[config.mk]
export PLATFORM = sky130hd
export DESIGN_NAME = fess_sensor_qualifier
export DESIGN_NICKNAME = d
export VERILOG_FILES = /design/src/rtl/fess_pkg.sv /design/src/rtl/fess_chan_filter.sv /design/src/rtl/fess_sensor_qualifier.sv
export SDC_FILE = /design/constraint.sdc
export NUM_CORES = 1
export LEC_CHECK = 0
export ABC_AREA = 0
export CAP_MARGIN = 20
export CORE_ASPECT_RATIO = 0.75
export CORE_UTILIZATION = 44
export CTS_CLUSTER_SIZE = 28
export DETAILED_ROUTE_END_ITERATION = 7
export HOLD_SLACK_MARGIN = 0.1
export RECOVER_POWER = 25
export SYNTH_ARGS = -nofsm -noshare
export SYNTH_HDL_FRONTEND = slang
export SYNTH_SLANG_ARGS = --single-unit
[constraint.sdc]
create_clock -name clk -period 2.1 [get_ports clk]
set_input_delay 0.63 -clock clk [delete_from_list [all_inputs] [get_ports clk]]
set_output_delay 0.63 -clock clk [all_outputs]
set_load 0.01 [all_outputs]
[src/rtl/fess_pkg.sv]
// Shared constants for the FESS sensor path: channel map, default qualification
// timing and the controller state encodings.
package fess_pkg;

  localparam int NUM_SENSORS = 6;

  localparam int IDX_S1_ROTARY   = 0;
  localparam int IDX_S2_ACCEL    = 1;
  localparam int IDX_S3_THERMAL  = 2;
  localparam int IDX_S4_VACUUM   = 3;
  localparam int IDX_S5_STRAIN   = 4;
  localparam int IDX_S6_ACOUSTIC = 5;

  localparam int DEF_SAMPLE_DIV = 1;
  localparam int DEF_ASSERT_CNT = 4;
  localparam int DEF_CLEAR_CNT  = 8;
  localparam logic [NUM_SENSORS-1:0] DEF_LATCH_MASK = 6'b001000;

  localparam logic [1:0] ST_NORMAL  = 2'b00;
  localparam logic [1:0] ST_WARNING = 2'b01;
  localparam logic [1:0] ST_CRISIS  = 2'b10;

  function automatic int maxInt(input int a, input int b);
    return (a > b) ? a : b;
  endfunction

endpackage

[src/rtl/fess_chan_filter.sv]
// One sensor channel: persistence counter with asymmetric set/clear thresholds
// and an optional sticky (latched) flag.
module fess_chan_filter
  import fess_pkg::*;
#(
  parameter int ASSERT_CNT = DEF_ASSERT_CNT,
  parameter int CLEAR_CNT  = DEF_CLEAR_CNT,
  parameter bit LATCH_EN   = 1'b0
) (
  input  logic clk,
  input  logic rst_n,
  input  logic sampleTick,
  input  logic syncIn,
  input  logic latchClr,
  output logic flag,
  output logic toggle
);

  localparam int CW = $clog2(maxInt(ASSERT_CNT, CLEAR_CNT) + 1);
  localparam logic [CW-1:0] ASSERT_TH = CW'(ASSERT_CNT);
  localparam logic [CW-1:0] CLEAR_TH  = CW'(CLEAR_CNT);

  logic [CW-1:0] cnt, cntNext, cntInc, threshold;
  logic          flagNext;

  always_comb begin
    // NOTE: every variable gets a default first, so no branch can leave it unassigned and infer a latch.
    cntNext   = cnt;
    flagNext  = flag;
    cntInc    = cnt + 1'b1;
    threshold = flag ? CLEAR_TH : ASSERT_TH;
    if (LATCH_EN && latchClr) begin
      // The clear takes priority over a coincident tick, which is then not counted.
      cntNext  = '0;
      flagNext = 1'b0;
    end else if (sampleTick) begin
      if ((LATCH_EN && flag) || (syncIn == flag)) begin
        cntNext = '0;
      end else if (cntInc == threshold) begin
        cntNext  = '0;
        flagNext = ~flag;
      end else begin
        cntNext = cntInc;
      end
    end
  end

  assign toggle = flagNext ^ flag;

  // NOTE: sequential state uses non-blocking assignment so all flops sample pre-edge values.
  always_ff @(posedge clk or negedge rst_n) begin
    if (!rst_n) begin
      cnt  <= '0;
      flag <= 1'b0;
    end else begin
      cnt  <= cntNext;
      flag <= flagNext;
    end
  end

endmodule

[src/rtl/fess_sensor_qualifier.sv]
// Qualifies six asynchronous comparator bits into clean S1..S6 flags for the
// FESS controller: synchroniser, sample prescaler, per-channel filters.
module fess_sensor_qualifier
  import fess_pkg::*;
#(
  parameter int NUM_SENSORS = fess_pkg::NUM_SENSORS,
  parameter int SAMPLE_DIV  = DEF_SAMPLE_DIV,
  parameter int ASSERT_CNT  = DEF_ASSERT_CNT,
  parameter int CLEAR_CNT   = DEF_CLEAR_CNT,
  parameter logic [NUM_SENSORS-1:0] LATCH_MASK = DEF_LATCH_MASK
) (
  input  logic                   clk,
  input  logic                   rst_n,
  input  logic [NUM_SENSORS-1:0] raw_in,
  input  logic                   latch_clr,
  output logic [NUM_SENSORS-1:0] sensor_q,
  output logic                   change_pulse,
  output logic                   settled
);

  localparam int PW = (SAMPLE_DIV > 1) ? $clog2(SAMPLE_DIV) : 1;
  localparam logic [PW-1:0] PRE_LAST = PW'(SAMPLE_DIV - 1);
  localparam int SETTLE_MAX = maxInt(ASSERT_CNT, CLEAR_CNT);
  localparam int SW = $clog2(SETTLE_MAX + 1);
  localparam logic [SW-1:0] SETTLE_LAST = SW'(SETTLE_MAX - 1);

  logic [NUM_SENSORS-1:0] syncMeta, syncOut, toggleVec;
  logic [PW-1:0]          preCnt;
  logic [SW-1:0]          settleCnt;
  logic                   sampleTick;

  // Raw bits only ever reach the filters through two flops.
  always_ff @(posedge clk or negedge rst_n) begin
    if (!rst_n) begin
      syncMeta <= '0;
      syncOut  <= '0;
    end else begin
      syncMeta <= raw_in;
      syncOut  <= syncMeta;
    end
  end

  assign sampleTick = (preCnt == PRE_LAST);

  always_ff @(posedge clk or negedge rst_n) begin
    if (!rst_n) begin
      preCnt <= '0;
    end else begin
      preCnt <= sampleTick ? '0 : preCnt + 1'b1;
    end
  end

  // Advisory only: enough ticks have passed for any filter to have resolved.
  always_ff @(posedge clk or negedge rst_n) begin
    if (!rst_n) begin
      settleCnt <= '0;
      settled   <= 1'b0;
    end else if (sampleTick && !settled) begin
      settleCnt <= settleCnt + 1'b1;
      if (settleCnt == SETTLE_LAST) settled <= 1'b1;
    end
  end

  for (genvar i = 0; i < NUM_SENSORS; i++) begin : g_chan
    fess_chan_filter #(
      .ASSERT_CNT (ASSERT_CNT),
      .CLEAR_CNT  (CLEAR_CNT),
      .LATCH_EN   (LATCH_MASK[i])
    ) u_filter (
      .clk        (clk),
      .rst_n      (rst_n),
      .sampleTick (sampleTick),
      .syncIn     (syncOut[i]),
      .latchClr   (latch_clr),
      .flag       (sensor_q[i]),
      .toggle     (toggleVec[i])
    );
  end

  // Registered from the filters' next-state so the pulse lines up with the sensor_q edge.
  always_ff @(posedge clk or negedge rst_n) begin
    if (!rst_n) begin
      change_pulse <= 1'b0;
    end else begin
      change_pulse <= |toggleVec;
    end
  end

endmodule

==> results of run 1 <==
-- layout make-up --
| cell class | instances | area (sq um) | area share (%) |
|---|---|---|---|
| multi-input combinational | 149 | 1070 | 40.3 |
| tap | 72 | 90.1 | 3.40 |
| sequential | 48 | 1200 | 45.3 |
| timing repair buffer | 17 | 160 | 6.04 |
| clock buffer | 6 | 72.6 | 2.74 |
| clock inverter | 2 | 35.0 | 1.32 |
| inverter | 6 | 22.5 | 0.850 |
-- power breakdown --
| part | switching [uW] | internal (uW) |
|---|---|---|
| clock network | 292 | 353 |
| registers | 48.2 | 969 |
| logic | 94.6 | 80.5 |
-- cells in the final DEF (no fill, tap or decap), drive strengths merged, types with 2 or more instances in the layout --
cell type and n:
dfrtp 48, nor2 27, clkdlybuf4s50 15, ha 13
nand2 12, nand3 11, xnor2 10, xor2 9
a21oi 8, nor2b 7, clkbuf 7, inv 6
o21a 6, a31oi 6, o21ai 5, mux2i 4
nor3b 3, a22oi 3, nand4b 2, nand2b 2
and2 2, nor3 2, nand4 2, a21boi 2
nand3b 2
-- stage by stage --
step	instances	setup slack, ns
final	300	0.113
after global routing	300	0.0212
after CTS	300	0.0947
after detailed placement	292	0.0795
after global placement	292	0.170
after floorplan	211	0.574
-- worst paths after layout --
| path | startpoint | end | slack, ns | cells after the start |
|---|---|---|---|---|
| worst min register to register | syncMeta[3] | syncOut[3] | 0.35 | 0 |
| max in group asynchronous | rst_n | g_chan[1].u_filter.cnt[2] | 0.76 | 2 |
| min in group asynchronous | rst_n | g_chan[5].u_filter.cnt[3] | 0.64 | 2 |
| worst max register to register | g_chan[2].u_filter.cnt[0] | change_pulse | 0.38 | 6 |
| worst max-delay path | g_chan[0].u_filter.flag | sensor_q[0] | 0.11 | 1 |
| worst min-delay path | syncMeta[3] | syncOut[3] | 0.35 | 0 |
-- synthesized netlist by cell type (all sizes together) --
library cell  instances
nand3                11
clkbuf                1
buf                   7
xor2                  9
nor2                 27
nand4                 2
o211ai                1
and3                  1
a221oi                1
a21boi                2
mux2i                 4
nand4b                2
nand2b                2
o21a                  6
a211o                 1
inv                   6
a41oi                 1
ha                   13
a31oi                 6
dfrtp                48
a21oi                 8
a21bo                 1
nand2                12
a22oi                 3
and2                  2
nor3b                 3
nor3                  2
a32oi                 1
a2bb2oi               1
o21ai                 5
mux2                  1
nor2b                 7
nand3b                2
xnor2                10
a31o                  1
o2bb2ai               1
-- per-layer routing --
| layer | vias up | routed length [microns] | GRT usage (%) | part of all wire (%) |
|---|---|---|---|---|
| met2 | 24 | 1840 | 26.7 | 47 |
| li1 | 750 | - | - | - |
| met3 | 4 | 149 | 4.52 | 3.8 |
| met4 | 0 | 36 | 5.00 | 0.92 |
| met1 | 748 | 1870 | 19.6 | 48 |
| met5 | - | 0 | 0 | 0 |
-- flip-flops by register name, summed over array words and instances (netlist names) --
register and flops:
g_chan.u_filter.cnt 24, syncOut 6, change_pulse 1, settled 1
syncMeta 6, g_chan.u_filter.flag 6, settleCnt 4
-- cells by family (layout without fill, tap and decap cells) --
kind of cell,after synthesis,after routing,synth area share [%]
DFF,48,48,51.0
adders and majority gates,13,13,6.91
and+or+nand+nor,73,73,16.0
buffers and inverters,14,31,3.56
muxes,5,5,2.18
AOI/OAI and AO/OA,39,39,12.0
xor gates and xnor gates,19,19,8.35
==> results.md, run 1 <==
- Status: completed
- Post-CTS Resized: 0
- Max transition margin: 23.3%
- Clock slew at reported path FFs: 0.08 ns
- Fmax: 503 MHz
- Post-synth top area share: 51.0%
- Endpoints failing hold: 0
- Worst path bufs/invs: 1
- HP Class: reg2reg
- Syn Inst Count: 211
- Slew @ Worst Pin: 1.15 ns
- Placement Cell Area: 2560 sq um
- Synth Area per Inst: 11.2 sq um
- Hold_buf cts: 0
- Die area: 5650 sq um
- Gpl congestion: 0.783
- Final setup viols: 0
- Total global-route track usage: 15.8%
- Number of buffers created by CTS: 5
- First drt pass iteration count: 4
- Fillers: 440
- Setup Skew: 0.00583 ns
- Top cells by area, synth: dfrtp_1, ha_1, nor2_1
- CTS H-Tree Depth: 2
- Slowest CP cell: clkdlybuf4s50_1
- Routed vias: 1526
- RSZ-0062 raised after global routing: no
- WP data required: 1.47 ns
- Worst skew pair latency: 0.29 ns
- Maximum VDD drop: 0.323 mV
- Sink Count: 48
- Seq/Total Area, Yosys: 51.0%
- Layout cells sized above 1: 9.65%
- Tcrit/Tclk final: 94.6%
- Clock buffer depth: 2
- Pwr Density: 693 nW/um^2
- Syn Std Cell Area: 2350 sq um
- Crit path max fanout: 7
- Top delay family on crit path: buffers and inverters
- Starting Density: 47.0%
- DR vias/cell: 5.09
- Initial antenna violation count: 0
- Design Power: 1840 uW
- Max-slew violations: 0
- Chip height: 65.3 microns
- Ys Warns: 0
- Largest net degree at the start of global routing: 49
- Syn Nets: 233
- Data arrival, critical path: 1.36 ns
- Detailed Route WL: 3.90 mm
- Worst Setup Path Type: reg2out
- CTS tree: yes
- Startpoint Class: register
- Worst-path cell chain: clkdlybuf4s50_1
- Port bufs: 16
- DP Wirelength: 2.85 mm
- Crit-path max cell delay: 0.59 ns
- DRC: 0
- DIE WIDTH: 86.5 microns
- Area leader, netlist: dfrtp_1
- Final core occ: 52.9%
- Post-route ant nets: 0
- Area Overhead vs Synth: 12.6%
- GRT overflow: 0
- Iter 0 DRT Violations: 63
- Hold slack: 0.353 ns
- Final instance area: 2650 sq um
- First-pass GRT wire length: 6.88 mm
- Rows: 22
- P_leak: 0.00119 uW
- CP endpoint kind: primary output
- Vias in the first global route: 1584
- Core area: 5010 sq um
- Postcts setup bufs: 0
- I/O pin count: 17
- Antenna cells: 0
- # Max-Cap Violations: 0
- Root Driver: clkbuf_8
- Seq cells post-synth: 48
- Fin crit period: 1.99 ns
- Library cells used by synthesis: 45
- WL/cell: 13.0 microns
- Final nets: 249
- Setup TNS: 0 ns
Power figures use the tool's default switching activity.
==> run 2, diff against run 1 <==
--- a/config.mk
+++ b/config.mk
@@ -12,7 +12,6 @@
 export CTS_CLUSTER_SIZE = 28
 export DETAILED_ROUTE_END_ITERATION = 7
 export HOLD_SLACK_MARGIN = 0.1
-export RECOVER_POWER = 25
 export SYNTH_ARGS = -nofsm -noshare
 export SYNTH_HDL_FRONTEND = slang
 export SYNTH_SLANG_ARGS = --single-unit
==> results.md, run 2 (synthesized netlist as in run 1, its figures left out) <==
- Status: completed
- Slowest CP cell: clkdlybuf4s50_1
- Worst-path cell chain: clkdlybuf4s50_1
- DP Wirelength: 2.85 mm
- Data arrival, critical path: 1.36 ns
- Setup Skew: 0.00583 ns
- Worst setup path start: g_chan[0].u_filter.flag
- Endpoints failing hold: 0
- Largest net degree at the start of global routing: 49
- Layout cells sized above 1: 9.65%
- Hold_buf cts: 0
- Antenna cells: 0
- RSZ-0062 raised after global routing: no
- Crit path max fanout: 7
- Post-Place Cells: 292
- Slew @ Worst Pin: 0.433 ns
- DIE WIDTH: 86.5 microns
- P_leak: 0.00119 uW
- Final setup viols: 0
- Hold slack: 0.306 ns
- Routed vias: 1527
- WP data required: 1.47 ns
- Worst skew pair latency: 0.29 ns
- Number of buffers created by CTS: 5
- Layout Cells excl Fill: 300
- Total global-route track usage: 15.8%
- Worst r2r src: g_chan[2].u_filter.cnt[0]
- Iter 0 DRT Violations: 63
- Post-route ant nets: 0
- DRC: 0
- HP Class: in2async
- Setup TNS: 0 ns
- Worst path bufs/invs: 1
- Worst Setup Path Type: reg2out
- Chip height: 65.3 microns
- CP endpoint kind: primary output
- Port bufs: 16
- Top delay family on crit path: buffers and inverters
- Commonest non-fill, non-tap cell in the layout: dfrtp_1
- Fmax: 503 MHz
- First-pass GRT wire length: 6.88 mm
- Postcts setup bufs: 0
- Area Overhead vs Synth: 13.2%
- GRT overflow: 0
- WL/cell: 13.0 microns
- Max transition margin: 71.0%
- Tcrit/Tclk final: 94.6%
- Maximum VDD drop: 0.323 mV
- Root Driver: clkbuf_8
- Post-CTS Resized: 0
- Worst slack at placement: 0.0795 ns
- Detailed Route WL: 3.90 mm
- Sink Count: 48
- Max-slew violations: 0
- Rows: 22
- Vias in the first global route: 1584
- Die area: 5650 sq um
- Clock slew at reported path FFs: 0.08 ns
- Startpoint Class: register
- Final Worst Setup Slack: 0.113 ns
- Most frequent cells in the layout: dfrtp_1, nor2_1, clkdlybuf4s50_1
- Pwr Density: 691 nW/um^2
- I/O pin count: 17
- Core area: 5010 sq um
- Largest reg by FF count: g_chan.u_filter.cnt
- Largest register FFs: 24
- Fin crit period: 1.99 ns
- Starting Density: 47.0%
- DR vias/cell: 5.09
- Initial antenna violation count: 0
- Final nets: 249
- # Max-Cap Violations: 0
- Crit-path max cell delay: 0.59 ns
- Clock buffer depth: 2
- CTS tree: yes
- First drt pass iteration count: 4
- CTS H-Tree Depth: 2
- Gpl congestion: 0.783
[run 2: worst register-to-register path: stages (launching register included)]
cell and delay [ns]:
dfrtp_1 0.47, ha_1 0.30, nor3b_1 0.18, a32oi_1 0.19, o21ai_0 0.10, nor3_1 0.23
nand4_1 0.13
[run 2: layer usage]
metal  vias up  wire length [microns]  track usage (%)
met1       749                   1880             19.6
met5         -                      0                0
met2        24                   1840             26.7
met3         4                    149             4.52
met4         0                     36             5.00
li1        750                      -                -
[run 2: metrics by stage]
| step | utilization [%] | area, sq um | power (uW) |
|---|---|---|---|
| 4_1_cts | 53.2 | 2670 | 1870 |
| 3_3_place_gp | 51.0 | 2560 | 1200 |
| 3_5_place_dp | 51.0 | 2560 | 1220 |
| 5_1_grt | 53.2 | 2670 | 1930 |
| 2_1_floorplan | - | 2350 | 1140 |
| 6_report | 53.2 | 2670 | 1840 |
[run 2: area by class of cell]
| class | instances | area [sq um] |
|---|---|---|
| fillers | 438 | 2340 |
| flip-flops and latches | 48 | 1200 |
| multi-input cells | 149 | 1070 |
| repair buffers | 17 | 175 |
| well taps | 72 | 90.1 |
| clock buffers | 6 | 72.6 |
| clock inverters | 2 | 35.0 |
| inverters | 6 | 22.5 |
[run 2: where the power goes]
| part | internal (uW) | switching [uW] | total [uW] |
|---|---|---|---|
| combinational | 83.9 | 95.2 | 179 |
| sequential | 969 | 48.2 | 1020 |
| clock | 353 | 292 | 645 |
[run 2: worst paths after layout]
kind                            slack [ns]                        end  cells after the start
worst max-delay path                  0.11                sensor_q[0]                      1
worst min-delay path                  0.31  g_chan[5].u_filter.cnt[2]                      2
worst max register to register        0.38               change_pulse                      6
worst min register to register        0.35                 syncOut[3]                      0
max in group asynchronous             1.58  g_chan[1].u_filter.cnt[2]                      2
min in group clk                      0.35                 syncOut[3]                      0
